File: src/rtl/jk_bank_scheduler_if.sv
// Requester and JK-bank connections of jk_bank_scheduler; the slave modport is the scheduler side.
interface jk_bank_scheduler_if #(
    parameter int unsigned WIDTH = 8,
    parameter int unsigned NREQ  = 4
);
    localparam int unsigned CNTW = 8;

    logic [NREQ-1:0]       req;
    logic [2*NREQ-1:0]     cmd;
    logic [WIDTH*NREQ-1:0] mask;
    logic [WIDTH-1:0]      q_i;
    logic [WIDTH-1:0]      j_o;
    logic [WIDTH-1:0]      k_o;
    logic [NREQ-1:0]       gnt;
    logic [NREQ-1:0]       done;
    logic                  err;
    logic [CNTW-1:0]       err_cnt;
    logic                  busy;

    modport master (
        output req, cmd, mask, q_i,
        input  j_o, k_o, gnt, done, err, err_cnt, busy
    );

    modport slave (
        input  req, cmd, mask, q_i,
        output j_o, k_o, gnt, done, err, err_cnt, busy
    );
endinterface

File: src/rtl/jk_bank_scheduler.sv
// Round-robin scheduler that owns the J/K drive of a shared JK bank: one-cycle issue,
// then a one-cycle readback check against the value the command should have produced.
module jk_bank_scheduler #(
    parameter int unsigned WIDTH = 8,
    parameter int unsigned NREQ  = 4
) (
    input  logic               clk,
    input  logic               rst_n,
    jk_bank_scheduler_if.slave bus
);
    localparam int unsigned IDXW = $clog2(NREQ);
    localparam int unsigned PW   = IDXW + 1;
    localparam int unsigned CNTW = 8;

    localparam logic [1:0] CMD_HOLD   = 2'b00;
    localparam logic [1:0] CMD_RESET  = 2'b01;
    localparam logic [1:0] CMD_SET    = 2'b10;

    typedef enum logic [1:0] {
        ST_IDLE  = 2'd0,
        ST_ISSUE = 2'd1,
        ST_CHECK = 2'd2
    } state_e;

    state_e            state_q, state_d;
    logic [IDXW-1:0]   rr_q, rr_d;
    logic [IDXW-1:0]   win_q, win_d;
    logic [1:0]        cmd_q, cmd_d;
    logic [WIDTH-1:0]  mask_q, mask_d;
    logic [WIDTH-1:0]  qprev_q, qprev_d;
    logic [WIDTH-1:0]  j_q, j_d;
    logic [WIDTH-1:0]  k_q, k_d;
    logic [NREQ-1:0]   gnt_q, gnt_d;
    logic [NREQ-1:0]   done_q, done_d;
    logic [CNTW-1:0]   cnt_q, cnt_d;
    logic              busy_q, busy_d;

    logic              any_req_c;
    logic              found_c;
    logic [PW-1:0]     pos_c;
    logic [PW-1:0]     nxt_c;
    logic [IDXW-1:0]   arb_idx_c;
    logic [IDXW-1:0]   rr_next_c;
    logic [1:0]        arb_cmd_c;
    logic [WIDTH-1:0]  arb_mask_c;
    logic [WIDTH-1:0]  exp_c;
    logic              err_c;
    logic              grant_c;

    // Rotating priority: first set req at or after rr_q, wrapping modulo NREQ.
    always_comb begin
        any_req_c  = |bus.req;
        found_c    = 1'b0;
        pos_c      = '0;
        arb_idx_c  = '0;
        arb_cmd_c  = CMD_HOLD;
        arb_mask_c = '0;
        for (int i = 0; i < NREQ; i++) begin
            pos_c = PW'(rr_q) + PW'(i);
            if (pos_c >= PW'(NREQ)) pos_c = pos_c - PW'(NREQ);
            for (int j = 0; j < NREQ; j++) begin
                if (!found_c && pos_c == PW'(j) && bus.req[j]) begin
                    found_c   = 1'b1;
                    arb_idx_c = IDXW'(j);
                end
            end
        end
        for (int j = 0; j < NREQ; j++) begin
            if (arb_idx_c == IDXW'(j)) begin
                arb_cmd_c  = bus.cmd[2*j +: 2];
                arb_mask_c = bus.mask[WIDTH*j +: WIDTH];
            end
        end
        nxt_c     = PW'(arb_idx_c) + PW'(1);
        rr_next_c = (nxt_c >= PW'(NREQ)) ? '0 : IDXW'(nxt_c);
    end

    // Value the bank should hold after the latched command acted on the snapshot.
    always_comb begin
        unique case (cmd_q)
            CMD_HOLD:  exp_c = qprev_q;
            CMD_RESET: exp_c = qprev_q & ~mask_q;
            CMD_SET:   exp_c = qprev_q | mask_q;
            default:   exp_c = qprev_q ^ mask_q;
        endcase
        err_c = (state_q == ST_CHECK) && (bus.q_i != exp_c);
    end

    always_comb begin
        state_d = state_q;
        rr_d    = rr_q;
        win_d   = win_q;
        cmd_d   = cmd_q;
        mask_d  = mask_q;
        qprev_d = qprev_q;
        j_d     = '0;
        k_d     = '0;
        gnt_d   = '0;
        done_d  = '0;
        cnt_d   = cnt_q;
        grant_c = 1'b0;

        unique case (state_q)
            ST_IDLE: begin
                grant_c = any_req_c;
            end
            ST_ISSUE: begin
                qprev_d = bus.q_i;
                done_d  = NREQ'(1) << win_q;
                state_d = ST_CHECK;
            end
            ST_CHECK: begin
                if (err_c && cnt_q != '1) cnt_d = cnt_q + CNTW'(1);
                grant_c = any_req_c;
                state_d = ST_IDLE;
            end
            default: begin
                state_d = ST_IDLE;
            end
        endcase

        // J drives set, K drives reset; both together toggle.
        if (grant_c) begin
            state_d = ST_ISSUE;
            win_d   = arb_idx_c;
            cmd_d   = arb_cmd_c;
            mask_d  = arb_mask_c;
            rr_d    = rr_next_c;
            gnt_d   = NREQ'(1) << arb_idx_c;
            j_d     = arb_mask_c & {WIDTH{arb_cmd_c[1]}};
            k_d     = arb_mask_c & {WIDTH{arb_cmd_c[0]}};
        end

        busy_d = (state_d != ST_IDLE);
    end

    always_ff @(posedge clk or negedge rst_n) begin
        if (!rst_n) begin
            state_q <= ST_IDLE;
            rr_q    <= '0;
            win_q   <= '0;
            cmd_q   <= CMD_HOLD;
            mask_q  <= '0;
            qprev_q <= '0;
            j_q     <= '0;
            k_q     <= '0;
            gnt_q   <= '0;
            done_q  <= '0;
            cnt_q   <= '0;
            busy_q  <= 1'b0;
        end else begin
            state_q <= state_d;
            rr_q    <= rr_d;
            win_q   <= win_d;
            cmd_q   <= cmd_d;
            mask_q  <= mask_d;
            qprev_q <= qprev_d;
            j_q     <= j_d;
            k_q     <= k_d;
            gnt_q   <= gnt_d;
            done_q  <= done_d;
            cnt_q   <= cnt_d;
            busy_q  <= busy_d;
        end
    end

    assign bus.j_o     = j_q;
    assign bus.k_o     = k_q;
    assign bus.gnt     = gnt_q;
    assign bus.done    = done_q;
    assign bus.err     = err_c;
    assign bus.err_cnt = cnt_q;
    assign bus.busy    = busy_q;
endmodule

File: src/flat_wrapper.sv
// flat-port wrapper written by rule: the top's interface ports become plain ports
module jk_bank_scheduler_flat 
#(
    parameter int unsigned WIDTH = 8,
    parameter int unsigned NREQ  = 4
)
  (clk, rst_n, bus_req, bus_cmd, bus_mask, bus_q_i, bus_j_o, bus_k_o, bus_gnt, bus_done, bus_err, bus_err_cnt, bus_busy);
  jk_bank_scheduler_if #(.WIDTH(WIDTH), .NREQ(NREQ)) bus_i ();
  input  logic clk;
  input  logic rst_n;
  input wire logic [$bits(bus_i.req)-1:0] bus_req;
  input wire logic [$bits(bus_i.cmd)-1:0] bus_cmd;
  input wire logic [$bits(bus_i.mask)-1:0] bus_mask;
  input wire logic [$bits(bus_i.q_i)-1:0] bus_q_i;
  output wire logic [$bits(bus_i.j_o)-1:0] bus_j_o;
  output wire logic [$bits(bus_i.k_o)-1:0] bus_k_o;
  output wire logic [$bits(bus_i.gnt)-1:0] bus_gnt;
  output wire logic [$bits(bus_i.done)-1:0] bus_done;
  output wire logic [$bits(bus_i.err)-1:0] bus_err;
  output wire logic [$bits(bus_i.err_cnt)-1:0] bus_err_cnt;
  output wire logic [$bits(bus_i.busy)-1:0] bus_busy;
  assign bus_i.req = bus_req;
  assign bus_i.cmd = bus_cmd;
  assign bus_i.mask = bus_mask;
  assign bus_i.q_i = bus_q_i;
  assign bus_j_o = bus_i.j_o;
  assign bus_k_o = bus_i.k_o;
  assign bus_gnt = bus_i.gnt;
  assign bus_done = bus_i.done;
  assign bus_err = bus_i.err;
  assign bus_err_cnt = bus_i.err_cnt;
  assign bus_busy = bus_i.busy;
  jk_bank_scheduler #(.WIDTH(WIDTH), .NREQ(NREQ)) u_core (.clk(clk), .rst_n(rst_n), .bus(bus_i));
endmodule
File: config.mk
export PLATFORM = sky130hd
export DESIGN_NAME = jk_bank_scheduler_flat
export DESIGN_NICKNAME = d
export VERILOG_FILES = /design/src/rtl/jk_bank_scheduler_if.sv /design/src/rtl/jk_bank_scheduler.sv /design/src/flat_wrapper.sv
export SDC_FILE = /design/constraint.sdc
export NUM_CORES = 1
export LEC_CHECK = 0
export ABC_CLOCK_PERIOD_IN_PS = 8900
export CAP_MARGIN = 0
export CORE_UTILIZATION = 50
export DETAILED_ROUTE_END_ITERATION = 10
export GPL_TIMING_DRIVEN = 0
export PLACE_DENSITY = 0.95
export SYNTH_ARGS = -nofsm -noshare
export SYNTH_HDL_FRONTEND = slang
export SYNTH_SLANG_ARGS = --single-unit
File: constraint.sdc
create_clock -name clk -period 8.9 [get_ports clk]
set_clock_uncertainty 0.2 [all_clocks]
set_input_delay 1.78 -clock clk [delete_from_list [all_inputs] [get_ports clk]]
set_output_delay 1.78 -clock clk [all_outputs]
set_load 0.005 [all_outputs]
=== Word level (Yosys, flattened, before mapping) ===
Cells that the tools add are included.

* Input port bits: 54
* Flip-flop bits (word level): 57

* Bitwise logic cells: 6
* Add/subtract/negate cells: 9
* Muxes and demuxes: 51
* Equality and inequality tests: 21
* $lt $le $gt $ge: 5
* Shift-type cells: 2
* Reductions and logical operators: 59

{| class="wikitable"
|+ Operators with widths
! operator !! number
|-
| $mux W8 || 6
|-
| $mux W2 || 20
|-
| $logic_and A1 B1 Y1 || 33
|-
| $and A8 B8 Y8 || 3
|-
| $eq A3 B2 Y1 const B || 8
|-
| $pmux W8 S3 || 1
|-
| $mux W1 || 17
|-
| $logic_not A1 Y1 || 15
|-
| $eq A3 B1 Y1 const B || 4
|-
| $ge A3 B3 Y1 const B || 4
|-
| $logic_not A3 Y1 || 4
|-
| $mux W3 || 4
|-
| $sub A3 B3 Y3 const B || 3
|-
| $add A8 B1 Y8 const B || 1
|-
| $eq A2 B2 Y1 const B || 4
|-
| $mux W4 || 2
|-
| $ne A8 B8 Y1 || 1
|-
| $ne A8 B8 Y1 const B || 1
|-
| $not A8 Y8 || 1
|-
| $or A8 B8 Y8 || 1
|-
| $shl A1 B2 Y4 const A || 2
|-
| $xor A8 B8 Y8 || 1
|-
| $add A2 B1 Y3 const B || 2
|-
| $add A2 B2 Y3 const B || 2
|-
| 9 further kinds || 13
|}

=== Logic depth before layout (Yosys ltp) ===
Gate-level depths: netlist (run 1).

* Depth after elaboration: 72
* Depth in mapped cells: 14

=== Worst setup path after synthesis (run 1) ===
OpenSTA, ideal clock, no wires.

* Path type: input-to-output
* From: in bus_q_i[5]
* To: out bus_err
* Required time: 6920 ps
* Setup slack: 4171 ps
* Arrival: 2749 ps
* Cell stages on the path: 4
* Buffers on the path: 1
* Path through: xor2_1 -> or4_4 -> buf_6 -> and2_2

* Cells in the longest elaborated chain, start to end: 2

{| class="wikitable"
|+ Ends and longest elaborated chain
! item !! RTL line !! RTL
|-
| start, declared || flat_wrapper.sv:14 || <nowiki>input wire logic [$bits(bus_i.q_i)-1:0] bus_q_i;</nowiki>
|-
| $ne A8 B8 Y1 || jk_bank_scheduler.sv:86 || <nowiki>err_c = (state_q == ST_CHECK) && (bus.q_i != exp_c);</nowiki>
|-
| $logic_and A1 B1 Y1 || jk_bank_scheduler.sv:86 ||
|-
| end, declared || flat_wrapper.sv:19 || <nowiki>output wire logic [$bits(bus_i.err)-1:0] bus_err;</nowiki>
|}

Every way passes these cells.

=== Final worst setup path (run 1) ===
* From: in bus_q_i[7]
* To: out bus_err

Same word-level chain as after synthesis.

==> key figures, run 1 <==
Outcome
  • Run status: completed

Place
  • Placed Cells: 468
  • Placer congestion estimate: between 0.9 and 1
  • Placed Area: 0.003993 mm^2
  • Pre-CTS setup slack: 3182 ps
  • Detailed placer's ending HPWL: 5.578 mm
  • PortBufs: slightly below 90

Detailed routing
  • DR DRC count: 0
  • Via count: 2595
  • Drt wl/cell: 15.13 um
  • Routed WL: 7.306 mm
  • Initial drt markers: 124
  • Post-DR vias/cell: 5.373
  • First-pass DRT Iterations: 4
  • Post-route ant nets: 0

Worst setup path
  • Setup CP Type: primary input to primary output
  • Crit Path Max Fanout: 8
  • Crit path launch type: primary input
  • Reg2Reg Launch Point: u_core.rr_q[1]
  • Cell repeated most along the worst path: clkdlybuf4s50_1
  • RR Endpoint: u_core.cmd_q[0]
  • Worst-case reg-to-reg path depth: 14
  • CP max-delay cell: clkdlybuf4s50_1
  • CP Capture Type: primary output
  • Arr. time, crit path: 3750 ps
  • Crit path from: bus_q_i[7]
  • Max incr delay on CP: between 500 and 600 ps
  • CP required: 6920 ps
  • Reg-to-reg setup timing slack: 5560 ps
  • Crit path cell chain: clkdlybuf4s50_1 -> xnor2_1 -> nand4_1 -> or4_4 -> buf_6 -> and2_2 -> clkdlybuf4s50_1

Power and ir drop
  • Power per cell area: 279.9 mW/mm^2
  • P_leak: 1.897 nW
  • Max VDD drop: 0.0001709 V
  • Power Total: 1.172 mW

STA
  • Tcrit/Tclk final: 64.38%
  • Worst setup margin: 3170 ps
  • Min Tclk post-route: 5730 ps
  • Worst hold slack: between 300 and 400 ps
  • Rel. slew slack: 45.50%
  • Max-slew violation count: 0
  • Setup TNS: 0 ps
  • Worst-margin pin slew: 817.4 ps
  • Unrepaired setup endpoints after global routing: no
  • Final Hold Fails: 0
  • Final setup violation count: 0
  • FMAX: around 170 MHz

Cells and area
  • Share of layout cells above drive strength 1: 6.813%
  • Finished Layout Cells: just under 500
  • Filler instances: 398
  • Nets: 482
  • Most frequent cells in the layout: clkdlybuf4s50_1, dfrtp_1, nand2_1, nor2_1, o21ai_0
  • Finished Core Util: around 74%
  • Fin area: 0.004188 mm^2
  • Area added between synthesis and finish: 38.82%
  • N_diodes: 0
  • Commonest non-fill, non-tap cell in the layout: clkdlybuf4s50_1

Clock tree
  • Worst-Skew Late Latency: roughly 330 ps
  • Longest Clk Path Bufs: 2
  • Cts bufs inserted: 9
  • Post-CTS Resized: 0
  • Clock transition at path regs: 60 ps
  • H-tree depth: 3
  • Root buffer cell: clkbuf_8
  • TritonCTS clock tree: done
  • Sink Count: 57
  • Hold-fix buffers at CTS: 0
  • Post-CTS Setup Inserts: 0

Synth
  • Top cell type's share of synthesized area: ~47%
  • Yosys top cell by area: dfrtp_1
  • Yosys reg bits: 57
  • Synth Area per Inst: 9.794 um^2
  • Post-synth design cell area: slightly above 0.003 mm^2
  • Cell count after synthesis: 308
  • Main area contributors after synthesis: dfrtp_1, ha_1, nand2_1
  • Yosys cell types: 34
  • Syn Nets: 383
  • Register area share after synthesis: 47.28%
  • Yosys warns: 0

Die
  • Row cnt: 27
  • Initial core utilization: 53.15%
  • Total core area: 0.005675 mm^2
  • Die W: between 70 and 80 um
  • Die Span Y: 79.68 um
  • Die Footprint: 0.006348 mm^2
  • Num ports: 88

Global routing
  • Vias in the first global route: 2725
  • Initial antenna violation count: 0
  • Tot GR Track Use: 25.82%
  • Grt ovf: 0
  • First-pass GRT wire length: 12.19 mm
  • Largest net degree at the start of global routing: 39

Min path
  • Hold EP: u_core.bus.err_cnt[7]
  • Hold Crit Depth: 1
  • Hold crit path type: flip-flop to flip-flop
  • Hold Crit Start: u_core.bus.err_cnt[7]

Flow run
  • Max Cap Viol: 0
==> state kept, by name (all words and copies together), names as in the netlist <==
signal,count
u_core.rr_q,2
u_core.cmd_q,2
u_core.bus.k_o,8
u_core.bus.j_o,8
u_core.bus.done,4
u_core.mask_q,8
u_core.bus.err_cnt,8
u_core.state_q,2
u_core.win_q,2
u_core.bus.gnt,4
u_core.qprev_q,8
u_core.bus.busy,1
==> cell type report <==
class | instances | area (um^2) | share of cell area, %
Timing Repair Buffer | 88 | 885.9 | 21.15
Clock buffer | 12 | 155.1 | 3.705
Buffer | 14 | 75.07 | 1.793
Tap cell | 72 | 90.09 | 2.151
Clock inverter | 3 | 40.04 | 0.9561
Multi-Input combinational cell | 208 | 1406 | 33.58
Sequential cell | 57 | 1426 | 34.06
Inverter | 29 | 108.9 | 2.599
==> critical path: cells and delay by family <==
family,cells,cell delay (ps)
buffers and inverters,3,1100
and+or+nand+nor,3,750
xor gates and xnor gates,1,130
==> Yosys cell counts <==
library cell and count:
a41oi_1 1, o21ai_0 30, inv_1 29, ha_1 21, nand2b_1 4, mux2_4 1
nor3_1 2, or2_2 1, buf_6 3, and2_1 4, o31ai_1 1, nand2_1 40
and4_1 1, a22oi_1 9, and3_1 2, nand3_1 6, xnor2_1 10, mux2_2 1
mux4_2 3, nand4_1 3, nand3b_1 1, a21boi_0 1, a31oi_1 1, dfrtp_1 57
xor2_1 3, nor2_1 35, a21oi_1 14, a21o_1 2, or4_4 1, clkbuf_1 11
nor2b_1 3, and2_2 1, and2_4 1, mux4_1 5
==> where the power goes <==
part / leakage [nW] / internal [mW] / total, mW / switching (mW)
Combinational: 1.05 / 0.267 / 0.536 / 0.269
Sequential: 0.743 / 0.340 / 0.398 / 0.0587
Clock: 0.102 / 0.142 / 0.238 / 0.0959
==> layer usage <==
| layer | GRT usage [%] | up-vias | routed length, um |
|---|---|---|---|
| met5 | 0 | - | 0 |
| met4 | 12.55 | 0 | 181 |
| met3 | 5.943 | 22 | 433 |
| met2 | 46.24 | 107 | 3869 |
| met1 | 28.56 | 1239 | 2821 |
| li1 | - | 1227 | - |
==> logic make-up after synthesis <==
logic type | share of synthesized area (%)
simple gates | 15.64
buf+inv | 6.097
flops | 47.28
fa+ha+maj | 8.710
xor+xnor | 3.774
compound gates | 11.03
mux | 7.466
==> worst max-delay path by stage <==
stage | end | slack, ps | cells after the start
2_1_floorplan | bus_err | 4170 | 4
3_3_place_gp | bus_err | 3200 | 7
3_5_place_dp | bus_err | 3180 | 7
4_1_cts | bus_err | 3180 | 7
5_1_grt | bus_err | 3100 | 7
6_report | bus_err | 3170 | 7
No activity file was read; power rests on OpenSTA's default activity.
==> run 2, diff against run 1 <==
--- a/config.mk
+++ b/config.mk
@@ -5,12 +5,12 @@
 export SDC_FILE = /design/constraint.sdc
 export NUM_CORES = 1
 export LEC_CHECK = 0
-export ABC_CLOCK_PERIOD_IN_PS = 8900
+export ABC_CLOCK_PERIOD_IN_PS = 5200
 export CAP_MARGIN = 0
-export CORE_UTILIZATION = 50
+export CORE_UTILIZATION = 43
 export DETAILED_ROUTE_END_ITERATION = 10
 export GPL_TIMING_DRIVEN = 0
-export PLACE_DENSITY = 0.95
+export PLACE_DENSITY = 0.89
 export SYNTH_ARGS = -nofsm -noshare
 export SYNTH_HDL_FRONTEND = slang
 export SYNTH_SLANG_ARGS = --single-unit
==> constraint.sdc (replaced) <==
create_clock -name clk -period 5.2 [get_ports clk]
set_clock_uncertainty 0.2 [all_clocks]
set_input_delay 1.04 -clock clk [delete_from_list [all_inputs] [get_ports clk]]
set_output_delay 1.04 -clock clk [all_outputs]
set_load 0.005 [all_outputs]
==> key figures, run 2 (synthesis gave the netlist of run 1 again) <==
Min path
  • Hold Crit Depth: 1 (unchanged)
  • Hold crit path type: flip-flop to flip-flop (unchanged)
  • Hold Crit Start: u_core.bus.err_cnt[7] (unchanged)

Die
  • Total core area: 0.006794 mm^2 (was 0.005675 mm^2)
  • Die W: 85.76 um (was 79.68 um)
  • Initial core utilization: 44.40% (was 53.15%)
  • Row cnt: 30 (was 27)
  • Num ports: 88 (unchanged)
  • Die Span Y: 85.76 um (was 79.68 um)
  • Die Footprint: 0.007355 mm^2 (was 0.006348 mm^2)

STA
  • FMAX: 230.8 MHz
  • Unrepaired setup endpoints after global routing: no (unchanged)
  • Tcrit/Tclk final: 83.33%
  • Max-slew violation count: 0 (unchanged)
  • Rel. slew slack: 47.22% (was 45.50%)
  • Worst-margin pin slew: 791.7 ps (was 817.4 ps)
  • Worst hold slack: 322.2 ps (was 317.7 ps)
  • Final Hold Fails: 0 (unchanged)
  • Min Tclk post-route: 4333 ps
  • Setup TNS: 0 ps (unchanged)
  • Final setup violation count: 0 (unchanged)

Worst setup path
  • Setup CP Type: flip-flop to primary output (was primary input to primary output)
  • CP max-delay cell: mux4_1 (was clkdlybuf4s50_1)
  • Crit path from: u_core.qprev_q[4] (was bus_q_i[7])
  • Crit path cell chain: inv_1 -> ha_1 -> mux4_1 -> xnor2_1 -> nand4_1 -> or4_4 -> buf_6 -> and2_2 -> clkdlybuf4s50_1 (was clkdlybuf4s50_1 -> xnor2_1 -> nand4_1 -> or4_4 -> buf_6 -> and2_2 -> clkdlybuf4s50_1)
  • Reg2Reg Launch Point: u_core.rr_q[1] (unchanged)
  • CP required: 3960 ps (was 6920 ps)
  • Arr. time, crit path: 3090 ps (was 3750 ps)
  • Max incr delay on CP: 520 ps (was 510 ps)
  • CP Capture Type: primary output (unchanged)
  • Worst-case reg-to-reg path depth: 13 (was 14)
  • Crit Path Max Fanout: 8 (unchanged)
  • Crit path launch type: flip-flop (was primary input)

Clock tree
  • Root buffer cell: clkbuf_8 (unchanged)
  • TritonCTS clock tree: done (unchanged)
  • Longest Clk Path Bufs: 2 (unchanged)
  • Hold-fix buffers at CTS: 0 (unchanged)
  • Cts bufs inserted: 9 (unchanged)
  • Clock transition at path regs: 60 ps (about the same)
  • H-tree depth: 3 (unchanged)
  • Worst-Skew Late Latency: 330 ps (about the same)
  • Post-CTS Resized: 0 (unchanged)
  • Sink Count: 57 (unchanged)
  • Post-CTS Setup Inserts: 0 (unchanged)

Detailed routing
  • Post-DR vias/cell: 5.006 (was 5.373)
  • First-pass DRT Iterations: 4 (unchanged)
  • Initial drt markers: 113 (was 124)
  • Drt wl/cell: 14.07 um (was 15.13 um)
  • Via count: 2528 (was 2595)
  • Routed WL: 7.106 mm (was 7.306 mm)
  • DR DRC count: 0 (unchanged)
  • Post-route ant nets: 0 (unchanged)

Global routing
  • Largest net degree at the start of global routing: 37 (was 39)
  • Grt ovf: 0 (unchanged)
  • Vias in the first global route: 2605 (was 2725)
  • Tot GR Track Use: 21.46% (was 25.82%)
  • Initial antenna violation count: 0 (unchanged)
  • First-pass GRT wire length: 11.90 mm (was 12.19 mm)

Outcome
  • Run status: completed (unchanged)

Cells and area
  • Share of layout cells above drive strength 1: 6.112% (was 6.813%)
  • N_diodes: 0 (unchanged)
  • Filler instances: 585 (was 398)
  • Finished Layout Cells: 505 (was 483)
  • Area added between synthesis and finish: 38.32% (was 38.82%)
  • Seq. cell area: 0.001426 mm^2 (unchanged)
  • Area of the multi-input gates: 0.001406 mm^2 (unchanged)
  • Nets: 482 (unchanged)
  • Most frequent cells in the layout: clkdlybuf4s50_1, dfrtp_1, nand2_1, nor2_1, o21ai_0 (unchanged)
  • Commonest non-fill, non-tap cell in the layout: clkdlybuf4s50_1 (unchanged)

Power and ir drop
  • Power per cell area: 461.7 mW/mm^2 (was 279.9 mW/mm^2)
  • Power Total: 1.926 mW (was 1.172 mW)
  • Max VDD drop: 0.0002731 V (was 0.0001709 V)
  • P_leak: 1.873 nW (was 1.897 nW)

Place
  • Detailed placer's ending HPWL: 5.535 mm (was 5.578 mm)
  • Placed Cells: 492 (was 468)
  • Placer congestion estimate: 0.8101 (was 0.9029)
  • PortBufs: 87 (unchanged)

Flow run
  • Max Cap Viol: 0 (unchanged)
## run 2: cell types whose count changed in the layout (fill, tap and decap cells not counted)
cell,delta
bufinv_16,-1
clkbuf_1,+1
clkinv_2,-1
clkbuf_8,-1
## run 2: path summary, 6_finish.rpt
check	endpoint	slack, ps
setup reg to reg	u_core.cmd_q[1]	1910
max in group asynchronous	u_core.bus.j_o[6]	3780
hold reg to reg	u_core.bus.err_cnt[7]	320
min in group asynchronous	u_core.bus.err_cnt[4]	470
hold / removal	u_core.bus.err_cnt[7]	320
setup / recovery	bus_err	870
## run 2: metal layers
layer | track usage (%) | part of all wire [%]
met4 | 10.91 | 2.9
met5 | 0 | 0
met2 | 37.16 | 51
met1 | 24.75 | 41
met3 | 5.294 | 4.2
## run 2: stage by stage
step                setup WS [ps]  cell area, um^2  utilization, %
floorplan                    1856             3017               -
global placement            971.1             4008           58.99
detailed placement          906.4             4023           59.21
CTS                         861.4             4173           61.42
global route                723.7             4173           61.42
finish                      866.9             4173           61.42
## run 2: worst max-delay path: cells and delay by family (launching register included)
kind                       cells  cell delay (ps)
buffers and inverters          3              650
adders and majority gates      1              290
and+or+nand+nor                3              760
muxes                          1              520
DFF                            1              360
xor gates and xnor gates       1              180
## run 2: final cells by class
| class | instances | area share, % |
|---|---|---|
| sequential | 57 | 34.18 |
| buffer | 14 | 1.799 |
| tap | 96 | 2.879 |
| clock buffer | 12 | 3.478 |
| multi-input combinational | 208 | 33.70 |
| clock inverter | 1 | 0.1199 |
| timing repair buffer | 88 | 21.23 |
| inverter | 29 | 2.609 |
## run 2: report_power, final
group          internal [mW]  switching, mW
combinational          0.455          0.455
sequential             0.581          0.103
clock                  0.177          0.155
